### src/rtl/poly_mr_alpha_compose_pkg.sv
// Shared constants for the mod-alpha decompose/compose datapath.
package poly_mr_alpha_compose_pkg;

    localparam logic [23:0] Q      = 24'd8380417;
    localparam logic [23:0] ALPHA0 = 24'd190464;   // (q-1)/44
    localparam logic [23:0] ALPHA1 = 24'd523776;   // (q-1)/16
    localparam int unsigned R1_LIM0 = 44;
    localparam int unsigned R1_LIM1 = 16;

    function automatic logic is_alpha1(input logic [1:0] mode);
        return mode == 2'b11;
    endfunction

endpackage

### src/rtl/poly_mr_alpha_compose_mul_const.sv
// Combinational r1*alpha by shift-add; alpha chosen by the mode bit.
module mr_alpha_mul_const #(
    parameter int unsigned R1_W = 6,
    parameter int unsigned P_W  = 25
) (
    input  logic [R1_W-1:0] i_r1,
    input  logic            i_alpha1,
    output logic [P_W-1:0]  o_prod
);

    logic [P_W-1:0] w_r1;

    assign w_r1 = P_W'(i_r1);

    // alpha1 = 2^19 - 2^9, alpha0 = 2^17 + 2^16 - 2^12 - 2^11
    always_comb begin
        o_prod = '0;
        if (i_alpha1)
            o_prod = (w_r1 << 19) - (w_r1 << 9);
        else
            o_prod = (w_r1 << 17) + (w_r1 << 16) - (w_r1 << 12) - (w_r1 << 11);
    end

endmodule

### src/rtl/poly_mr_alpha_compose.sv
// Rebuilds r = (r1*alpha + r0) mod q in a 2-stage valid/ready pipeline.
module poly_mr_alpha_compose
    import poly_mr_alpha_compose_pkg::*;
#(
    parameter int unsigned Q_W  = 24,
    parameter int unsigned R1_W = 6,
    parameter int unsigned R0_W = 20
) (
    input  logic            clk,
    input  logic            rst_n,
    input  logic [1:0]      decompose,
    input  logic            in_valid,
    output logic            in_ready,
    input  logic [R1_W-1:0] r1_i,
    input  logic [R0_W-1:0] r0_i,
    output logic            out_valid,
    input  logic            out_ready,
    output logic [Q_W-1:0]  r_o,
    output logic            r1_err_o
);

    localparam int unsigned S_W = Q_W + 1;

    logic            w_alpha1;
    logic            w_err;
    logic            w_s2_free;
    logic [S_W-1:0]  w_prod;
    logic [S_W-1:0]  w_sum;
    logic [Q_W-1:0]  w_fix;

    logic            r_s1_valid;
    logic            r_s1_err;
    logic [S_W-1:0]  r_s1_prod;
    logic [S_W-1:0]  r_s1_r0;
    logic            r_s2_valid;
    logic            r_s2_err;
    logic [Q_W-1:0]  r_s2_r;

    assign w_alpha1 = is_alpha1(decompose);
    assign w_err    = w_alpha1 ? (32'(r1_i) >= R1_LIM1) : (32'(r1_i) >= R1_LIM0);

    mr_alpha_mul_const #(
        .R1_W (R1_W),
        .P_W  (S_W)
    ) u_mul (
        .i_r1     (r1_i),
        .i_alpha1 (w_alpha1),
        .o_prod   (w_prod)
    );

    assign w_s2_free = ~r_s2_valid | out_ready;
    assign in_ready  = ~r_s1_valid | w_s2_free;

    // Negative sums only occur for r1=0, r0<0; adding q in Q_W bits is exact modulo 2^Q_W.
    assign w_sum = r_s1_prod + r_s1_r0;
    assign w_fix = w_sum[S_W-1] ? (w_sum[Q_W-1:0] + Q_W'(Q)) : w_sum[Q_W-1:0];

    always_ff @(posedge clk or negedge rst_n) begin
        if (!rst_n) begin
            r_s1_valid <= 1'b0;
            r_s1_err   <= 1'b0;
            r_s1_prod  <= '0;
            r_s1_r0    <= '0;
            r_s2_valid <= 1'b0;
            r_s2_err   <= 1'b0;
            r_s2_r     <= '0;
        end else begin
            if (in_ready) begin
                r_s1_valid <= in_valid;
                if (in_valid) begin
                    r_s1_prod <= w_prod;
                    r_s1_r0   <= S_W'(signed'(r0_i));
                    r_s1_err  <= w_err;
                end
            end
            if (w_s2_free) begin
                r_s2_valid <= r_s1_valid;
                if (r_s1_valid) begin
                    r_s2_err <= r_s1_err;
                    r_s2_r   <= r_s1_err ? '0 : w_fix;
                end
            end
        end
    end

    assign out_valid = r_s2_valid;
    assign r_o       = r_s2_r;
    assign r1_err_o  = r_s2_err;

endmodule

### config.mk
export PLATFORM = sky130hd
export DESIGN_NAME = poly_mr_alpha_compose
export DESIGN_NICKNAME = d
export VERILOG_FILES = /design/src/rtl/poly_mr_alpha_compose_pkg.sv /design/src/rtl/poly_mr_alpha_compose_mul_const.sv /design/src/rtl/poly_mr_alpha_compose.sv
export SDC_FILE = /design/constraint.sdc
export NUM_CORES = 1
export LEC_CHECK = 0
export ABC_AREA = 1
export BUFFER_PORTS_ARGS = -buffer_cell sky130_fd_sc_hd__buf_2
export CORE_MARGIN = 2
export CORE_UTILIZATION = 35
export CTS_CLUSTER_SIZE = 30
export DETAILED_ROUTE_END_ITERATION = 8
export PLACE_DENSITY = 0.62
export SETUP_SLACK_MARGIN = 0.02
export SYNTH_ARGS = -nofsm -noshare
export SYNTH_HDL_FRONTEND = slang
export SYNTH_SLANG_ARGS = --single-unit
### constraint.sdc
create_clock -name clk -period 7 [get_ports clk]
set_input_delay 1.4 -clock clk [delete_from_list [all_inputs] [get_ports clk]]
set_output_delay 1.4 -clock clk [all_outputs]
set_load 0.05 [all_outputs]
Word-level counts from Yosys, hierarchy flattened
Cells that the tools add are included.
{"block": "word_totals", "register_bits": 73, "inputBits": 32, "output_inout_bits": 27, "elab_cells": 26}
{"block": "classes", "add_sub_neg": 6, "n_lt_le_gt_ge": 2, "n_eq_ne": 1, "muxes": 4, "bitwise": 4, "reduce_logical": 2}
{"operator": "2-to-1 mux 24 bit", "n": 2}
{"operator": "adder 25 bit", "n": 1}
{"operator": "2-to-1 mux 25 bit", "n": 1}
{"operator": "subtractor 25 x 15 -> 25 bit", "n": 1}
{"operator": "subtractor 25 x 17 -> 25 bit", "n": 1}
{"operator": "subtractor 25 x 18 -> 25 bit", "n": 1}
{"operator": "adder 23 x 22 -> 24 bit", "n": 1}
{"operator": "adder 24 x 23 -> 24 bit (second input constant)", "n": 1}
{"operator": "greater-or-equal comparator 6 x 5 -> 1 bit (second input constant)", "n": 1}
{"operator": "greater-or-equal comparator 6 bit (second input constant)", "n": 1}
{"operator": "AND reduction 2 bit", "n": 2}
{"operator": "equality test 2 bit (second input constant)", "n": 1}
{"operator": "NOT 1 bit", "n": 2}
{"operator": "OR 1 bit", "n": 2}
{"operator": "2-to-1 mux 1 bit", "n": 1}

Longest topological paths before layout
Gate-level depths: netlist (run 1).
{"block": "logic_depth", "depth_word": 4, "mapped_depth": 17, "ltp_nobuf": 17}

Hierarchy
From an unflattened synthesis (run 1), not the netlist that was laid out.
{"block": "hier_totals", "cells_unflattened": 1040, "area_unflattened_um2": 6671.4}
{"module": "poly_mr_alpha_compose", "n_inst": 1, "cells_per_inst": 805, "area_each_um2": 5283.8, "seq_area_each_um2": 1826.8}
{"module": "mr_alpha_mul_const", "n_inst": 1, "cells_per_inst": 235, "area_each_um2": 1387.6, "seq_area_each_um2": 0.0}

Worst setup path before layout (run 1)
OpenSTA, ideal clock, no wires.
{"block": "synth_timing", "path_kind": "input to register", "startpoint": "input port r1_i[0]", "endpoint": "register r_s1_prod[22]", "setup_ns": 0.082, "t_arrival_ns": 3.356, "slack_ns": 3.562, "path_stages": 14, "path_cell_list": "inv_1 > ha_1 > inv_1 > ha_1 > inv_1 > ha_1 > a21oi_1 > nor2_1 > nor3_1 > nand2_1 > nor2_1 > xnor2_1 > nand2_1 > a31oi_1"}
{"block": "synth_via", "elab_chain_len": 4, "elab_cells_between_ends": 5, "cone_classes": "add/sub: 4; mux: 1"}
{"element": "from (decl)", "line": "poly_mr_alpha_compose.sv:14", "text": "input logic [R1_W-1:0] r1_i,"}
{"element": "adder 23 x 22 -> 24 bit", "line": "poly_mr_alpha_compose_mul_const.sv:21", "text": "o_prod = (w_r1 << 17) + (w_r1 << 16) - (w_r1 << 12) - (w_r1 << 11);"}
{"element": "subtractor 25 x 18 -> 25 bit", "line": "poly_mr_alpha_compose_mul_const.sv:21"}
{"element": "subtractor 25 x 17 -> 25 bit", "line": "poly_mr_alpha_compose_mul_const.sv:21"}
{"element": "2-to-1 mux 25 bit (*)", "line": "poly_mr_alpha_compose_mul_const.sv:18", "text": "if (i_alpha1)"}
{"element": "to (signal assigned)", "line": "poly_mr_alpha_compose.sv:71", "text": "r_s1_prod <= w_prod;"}
{"element": "to (decl)", "line": "poly_mr_alpha_compose.sv:33", "text": "logic [S_W-1:0] r_s1_prod;"}
Mark *: on every way between the ends. The rest lies on a longest branch, timed or not.
A chain may end at the register's enable or synchronous reset.

Worst setup path after layout (run 1)
{"block": "layout_timing", "startpoint": "input port out_ready", "endpoint": "register r_s2_r[14] (netlist: r_o[14])"}
{"block": "layout_via", "elab_chain_len": 2}
{"element": "from (decl)", "line": "poly_mr_alpha_compose.sv:17", "text": "input logic out_ready,"}
{"element": "OR 1 bit", "line": "poly_mr_alpha_compose.sv:51", "text": "assign w_s2_free = ~r_s2_valid | out_ready;"}
{"element": "AND reduction 2 bit (no line)"}
{"element": "to (signal assigned)", "line": "poly_mr_alpha_compose.sv:80", "text": "r_s2_r <= r_s1_err ? '0 : w_fix;"}
{"element": "to (decl)", "line": "poly_mr_alpha_compose.sv:37", "text": "logic [Q_W-1:0] r_s2_r;"}
No other way between the ends.

==> impl_results.md, run 1 <==
- Largest net degree at the start of global routing: 65
- Post-synthesis register bit count: 64
- Adder-Cell Fraction of Synth Area: just over 10%
- Clk_skew: ~0.0072 ns
- Simple-Gate Fraction of Synth Area: approximately a third
- Initial antenna violation count: 0
- Setup TNS: 0 ns
- Mapped cell area: 4830 um2
- Worst R2R Start: out_valid
- Relative slew slack: between 20% and 30%
- Ys Warns: 0
- Most common cell after layout, fill and taps aside: nand2_1
- H-tree depth: 3
- Mapped Cells: 690
- Final setup viols: 0
- Required time worst endpoint: 7.26 ns
- Clock slew at reported path FFs: roughly 0.05 ns
- Met2 WL post-DR: 5.36 mm
- Register area share after synthesis: approximately 33%
- GRT Overall Usage: 17.0%
- Leading cell types in the layout, fill and taps excluded: 228 x nand2_1, 78 x inv_1, 64 x dfrtp_1, 58 x buf_2, 54 x nor2_1
- Row cnt: between 40 and 50
- Final Wtd Congestion: slightly above 0.9
- Worst path arrival time: between 3 and 4 ns
- DRC errors left: 0
- Worst setup EP type: flop
- R2r setup slk: 4.08 ns
- Core ar.: 13300 um2
- Worst hold path endpoint: r_o[15]
- Hold Slack: between 0.4 and 0.5 ns
- Largest family of logic cells by synthesized area: simple AND/OR/NAND/NOR gates
- Period Utilization, post-route: 52.9%
- Main synth FF type: dfrtp_1
- Layout cell share with drive strength beyond 1: a little over an eighth
- Fmax: 0.270 GHz
- Syn avg cell area: 7.00 um2
- Final hold violations: 0
- Min-delay worst type: flop to flop
- ANT cells: 0
- Die H: roughly 120 um
- Vias/cell: approximately 4.7
- Vias: roughly 4400
- Syn Nets: between 700 and 800
- TritonRoute pass-1 iters: 5
- CP Launch Type: input port
- Initial core utilization: 36.2%
- Kind of critical path: input port to flop
- Reg2Reg Capture Point: r_o[14]
- Setup bufs post-CTS: 0
- Wire length on met3: ~420 um
- Max_cap viols: 0
- Global route overflow: 0
- Hold_sp: r_o[15]
- Clk root buf: clkbuf_16
- Cell count of the worst reg-to-reg path: 7
- Cts hold-fix bufs: 0
- IO Pins: between 50 and 60
- RSZ-0062 raised after global routing: false
- First-pass GRT wire length: 20.1 mm
- Post-synthesis cell type count: 44
- Xor and xnor area share after synthesis: 2.72%
- Post-synth EDFFs: 0
- Antenna violation net count after detailed routing: 0
- Total Power: ~2.0 mW
- Final #Nets: about 820
- Fillcell total: 1413
- Compound-cell area share of the yosys netlist: between 10% and 20%
- Synth-to-Final Area Change: 16.0%
- Clock sink count: between 60 and 70
- CTS Buf Count: 9
- Vias in the first global route: 4169
- Max Buffers Root-to-Sink: 2
- Cells on Worst Hold Path: 2
- Leak pwr: about 3 nW
- Tmin final: 3.70 ns
- Fraction of registers with async set/reset: 100%
- Total length of routed wires: roughly 12 mm
- Port Buf Inserts: 58
- Pwr per Cell Area: 355 nW/um2
- CTS tree: built
- Clk_lat worst skew: 0.33 ns
- DP Wirelength: ~9 mm
- Die Width: roughly 120 um
- Met1 Wirelength: 5.66 mm
- Slew @ Worst Pin: between 1 and 1.5 ns
- WL/cell: 12.5 um
- Outcome: completed
- Proportion of synthesized area in mux cells: 0%
- Die area: ~15000 um2
- Top sig layer: met4
- Count of final max-slew check failures: 0
- Initial drt markers: ~240
- Worst vdd ir: about 0.14 mV
- CP Max Fanout: 27
- # resized after CTS: 0
logic make-up after synthesis:
group | after synthesis
AOI/OAI and AO/OA | 113
and+or+nand+nor | 367
DFF | 64
buffers and inverters | 93
xor gates and xnor gates | 15
adders and majority gates | 38
cells in the mapped netlist (3+ instances only):
master / count / share of area [%]
or2_2: 3 / 0.39
inv_1: 78 / 6.1
o21ai_0: 38 / 3.9
xor2_1: 10 / 1.8
dfrtp_1: 64 / 33
nor2_1: 54 / 4.2
a31oi_1: 10 / 1.3
fa_1: 3 / 1.2
nor3_1: 6 / 0.62
clkbuf_1: 7 / 0.54
nand2_1: 228 / 18
ha_1: 35 / 9.1
nand3_2: 3 / 0.62
o21ai_1: 11 / 1.1
nand2_2: 4 / 0.52
nand4_1: 7 / 0.91
buf_1: 3 / 0.23
a21oi_1: 42 / 4.4
nand3_1: 39 / 4.0
nor2_2: 6 / 0.78
xnor2_1: 5 / 0.91
o31ai_1: 3 / 0.47
nand3b_1: 6 / 0.93
stage by stage:
stage | area, um2 | worst slack [ns] | std cells | utilization [%]
floorplan | 4830 | 3.56 | 690 | -
finish | 5610 | 3.30 | 928 | 42.0
detailed placement | 5280 | 2.87 | 912 | 39.6
global placement | 5280 | 2.96 | 912 | 39.6
CTS | 5610 | 3.21 | 928 | 42.0
global route | 5610 | 2.84 | 928 | 42.0
metal layers:
layer | global-route usage (%) | vias up
met5 | 0 | -
met4 | 4.09 | 0
met3 | 2.58 | 11
met2 | 27.1 | 79
met1 | 24.2 | 1956
li1 | - | 2348
registers in the layout, summed over array words and instances, names as in the netlist:
| name | count |
|---|---|
| r_o | 24 |
| r1_err_o | 1 |
| r_s1_err | 1 |
| r_s1_valid | 1 |
| out_valid | 1 |
| r_s1_r0 | 20 |
| r_s1_prod | 16 |
worst max-delay path: stages:
cell and delay, ns:
buf_2 0.07, inv_1 0.04, nand2_1 0.07, nand2_1 0.53
nor2_1 1.08, inv_1 0.38, a31oi_1 0.24, o21ai_1 0.09
nand2_1 0.06
area by class of cell:
class | count | area, um2 | area share [%]
Clock buffer | 11 | 243 | 4.33
Clock inverter | 5 | 78.8 | 1.41
Inverter | 79 | 299 | 5.33
Multi-Input combinational cell | 533 | 2860 | 51.0
Sequential cell | 64 | 1600 | 28.6
Tap cell | 176 | 220 | 3.93
Timing Repair Buffer | 60 | 305 | 5.45
worst max-delay path by stage:
| stage | to | from | cells past startpoint |
|---|---|---|---|
| final | r_o[14] | out_ready | 9 |
| after floorplan | r_s1_prod[22] | r1_i[0] | 14 |
| after global placement | r_o[14] | out_ready | 9 |
| after detailed placement | r_o[14] | out_ready | 9 |
| after CTS | r_o[14] | out_ready | 9 |
| after global routing | r_o[15] | out_ready | 9 |
power by group:
part           switching [mW]  internal [mW]  leakage [nW]
registers              0.0557          0.467         0.786
clock network           0.162          0.321         0.160
logic                   0.698          0.288          2.04
No activity file was read; power rests on OpenSTA's default activity.
==> inputs of run 2 (changes only) <==
Settings changed: PLACE_DENSITY 0.62 to 0.64.
Clock period 7 ns to 3 ns, I/O delays scaled along.
==> run 2 against run 1 <==
  * Sequential power up 130%
  * Critical endpoint is now r_s1_prod[23]
  * Utilization up 0.42 points
  * Clock power up 100%
==> impl_results.md, run 2 (synthesis gave the netlist of run 1 again) <==
- Post-route cell area: between 5000 and 6000 um2
- CTS Buf Count: 9
- Total Power: 4.48 mW
- Antenna violation net count after detailed routing: 0
- Clk_skew: between 0.01 and 0.015 ns
- Final setup viols: 0
- ANT cells: 0
- Non-filler cells, final: 941
- Required time worst endpoint: between 3 and 4 ns
- Cell repeated most along the worst path: nand2_1
- H-tree depth: 3
- Clock slew at reported path FFs: roughly 0.060 ns
- Die area: approximately 15000 um2
- CP Max Fanout: 5
- Core ar.: about 13000 um2
- Die Width: between 100 and 150 um
- Leading cell types in the layout, fill and taps excluded: 228 x nand2_1, 78 x inv_1, 64 x dfrtp_1, 58 x buf_2, 54 x nor2_1
- Placed instance area: approximately 5400 um2
- Final Wtd Congestion: 0.911
- Cell count of the worst reg-to-reg path: 13
- DRC errors left: 0
- TritonRoute pass-1 iters: 5
- Multi-input logic area: between 2000 and 3000 um2
- Clock sink count: 64
- Pre-CTS setup slack: 0.0901 ns
- CP Launch Type: input port
- Worst path arrival time: ~2.8 ns
- Count of final max-slew check failures: 0
- Largest register FFs: 24
- Relative slew slack: a little under half
- CTS tree: built
- Critical path, cell by cell: buf_2 > inv_1 > ha_1 > ha_1 > a21oi_1 > o21ai_0 > nor2_1 > o21ai_0 > nand2_1 > nand2_1 > nor2_1 > nand2_1 > o21a_1 > a21oi_1
- Vias/cell: 4.75
- Reg area: roughly 1600 um2
- Fmax: 0.391 GHz
- Most common cell after layout, fill and taps aside: nand2_1
- Initial core utilization: a little over a third
- Vias: between 4000 and 5000
- Kind of critical path: input port to flop
- Leak pwr: 3.03 nW
- # resized after CTS: 0
- Tmin final: ~2.6 ns
- Clk_lat worst skew: 0.33 ns
- Layout cell share with drive strength beyond 1: about 15%
- RSZ-0062 raised after global routing: false
- Period Utilization, post-route: between 80% and 90%
- Final #Nets: slightly above 800
- Worst setup EP type: flop
- Outcome: completed
- Worst vdd ir: between 0.3 and 0.4 mV
- Final worst setup slack: 0.442 ns
- Clk root buf: clkbuf_16
- Max Buffers Root-to-Sink: 2
- Initial drt markers: roughly 310
- IO Pins: 59
- Total length of routed wires: ~11 mm
- DP Cell Count: 926
- Row cnt: 42
- Vias in the first global route: 4211
- Setup TNS: 0 ns
- DP Wirelength: 9.09 mm
- Crit path max-delay cell type: ha_1
- Cts hold-fix bufs: 0
- Global route overflow: 0
- Slew @ Worst Pin: 0.781 ns
- Pwr per Cell Area: 792 nW/um2
- Final hold violations: 0
- GRT Overall Usage: 16.8%
- Min-delay worst type: input port to async pin
- Setup bufs post-CTS: 0
- CP max stage delay: ~0.36 ns
- Port Buf Inserts: 58
- Die H: around 120 um
- Initial antenna violation count: 0
- Largest net degree at the start of global routing: 36
- WL/cell: approximately 12 um
- Max_cap viols: 0
- Fillcell total: ~1400
- Synth-to-Final Area Change: 17.2%
- First-pass GRT wire length: around 20 mm
run 2: changes by cell type in the layout (fill, tap and decap cells not counted):
cell and delta:
buf_4 +14, bufinv_16 -2, clkinvlp_4 +2, clkbuf_1 -1, clkinv_4 +1, inv_6 -1
run 2: area by class of cell:
class / instances / area share, %
Inverter: 79 / 5.28
Clock inverter: 5 / 0.597
Clock buffer: 10 / 4.22
Sequential cell: 64 / 28.3
Timing Repair Buffer: 74 / 7.25
Tap cell: 176 / 3.89
Multi-Input combinational cell: 533 / 50.5
run 2: metal layers:
layer  GRT usage [%]  share of wire (%)  up-vias
li1                -                  -     2378
met5               0                  0        -
met1            23.3                 49     1990
met2            27.3                 46       91
met3            1.93                3.9       10
met4            5.75                1.1        0
run 2: final timing paths:
kind	from	endpoint	slack, ns
min in group clk	r0_i[17]	r_s1_r0[17]	0.46
min reg2reg	r_o[15]	r_o[15]	0.47
max	r1_i[3]	r_s1_prod[23]	0.44
max reg2reg	r_s1_prod[9]	r_o[22]	0.56
min	rst_n	r_o[1]	0.34
max in group asynchronous	rst_n	r_o[18]	1.94
run 2: power by group:
group / internal [mW] / switching (mW) / total, mW / leakage (nW)
Clock: 0.574 / 0.391 / 0.965 / 0.130
Sequential: 1.09 / 0.131 / 1.22 / 0.786
Combinational: 0.690 / 1.61 / 2.30 / 2.11
run 2: critical path, delay by kind of cell:
family	cells	cell delay (ns)
adders and majority gates	2	0.63
AOI/OAI and AO/OA	5	0.72
and+or+nand+nor	5	0.65
buffers and inverters	2	0.23
run 2: metrics by stage:
stage | util (%) | hold WS, ns
6_report | 42.4 | 0.341
5_1_grt | 42.4 | 0.402
4_1_cts | 42.4 | 0.362
3_5_place_dp | 40.4 | 0.463
3_3_place_gp | 40.4 | 0.458
2_1_floorplan | - | 0.304
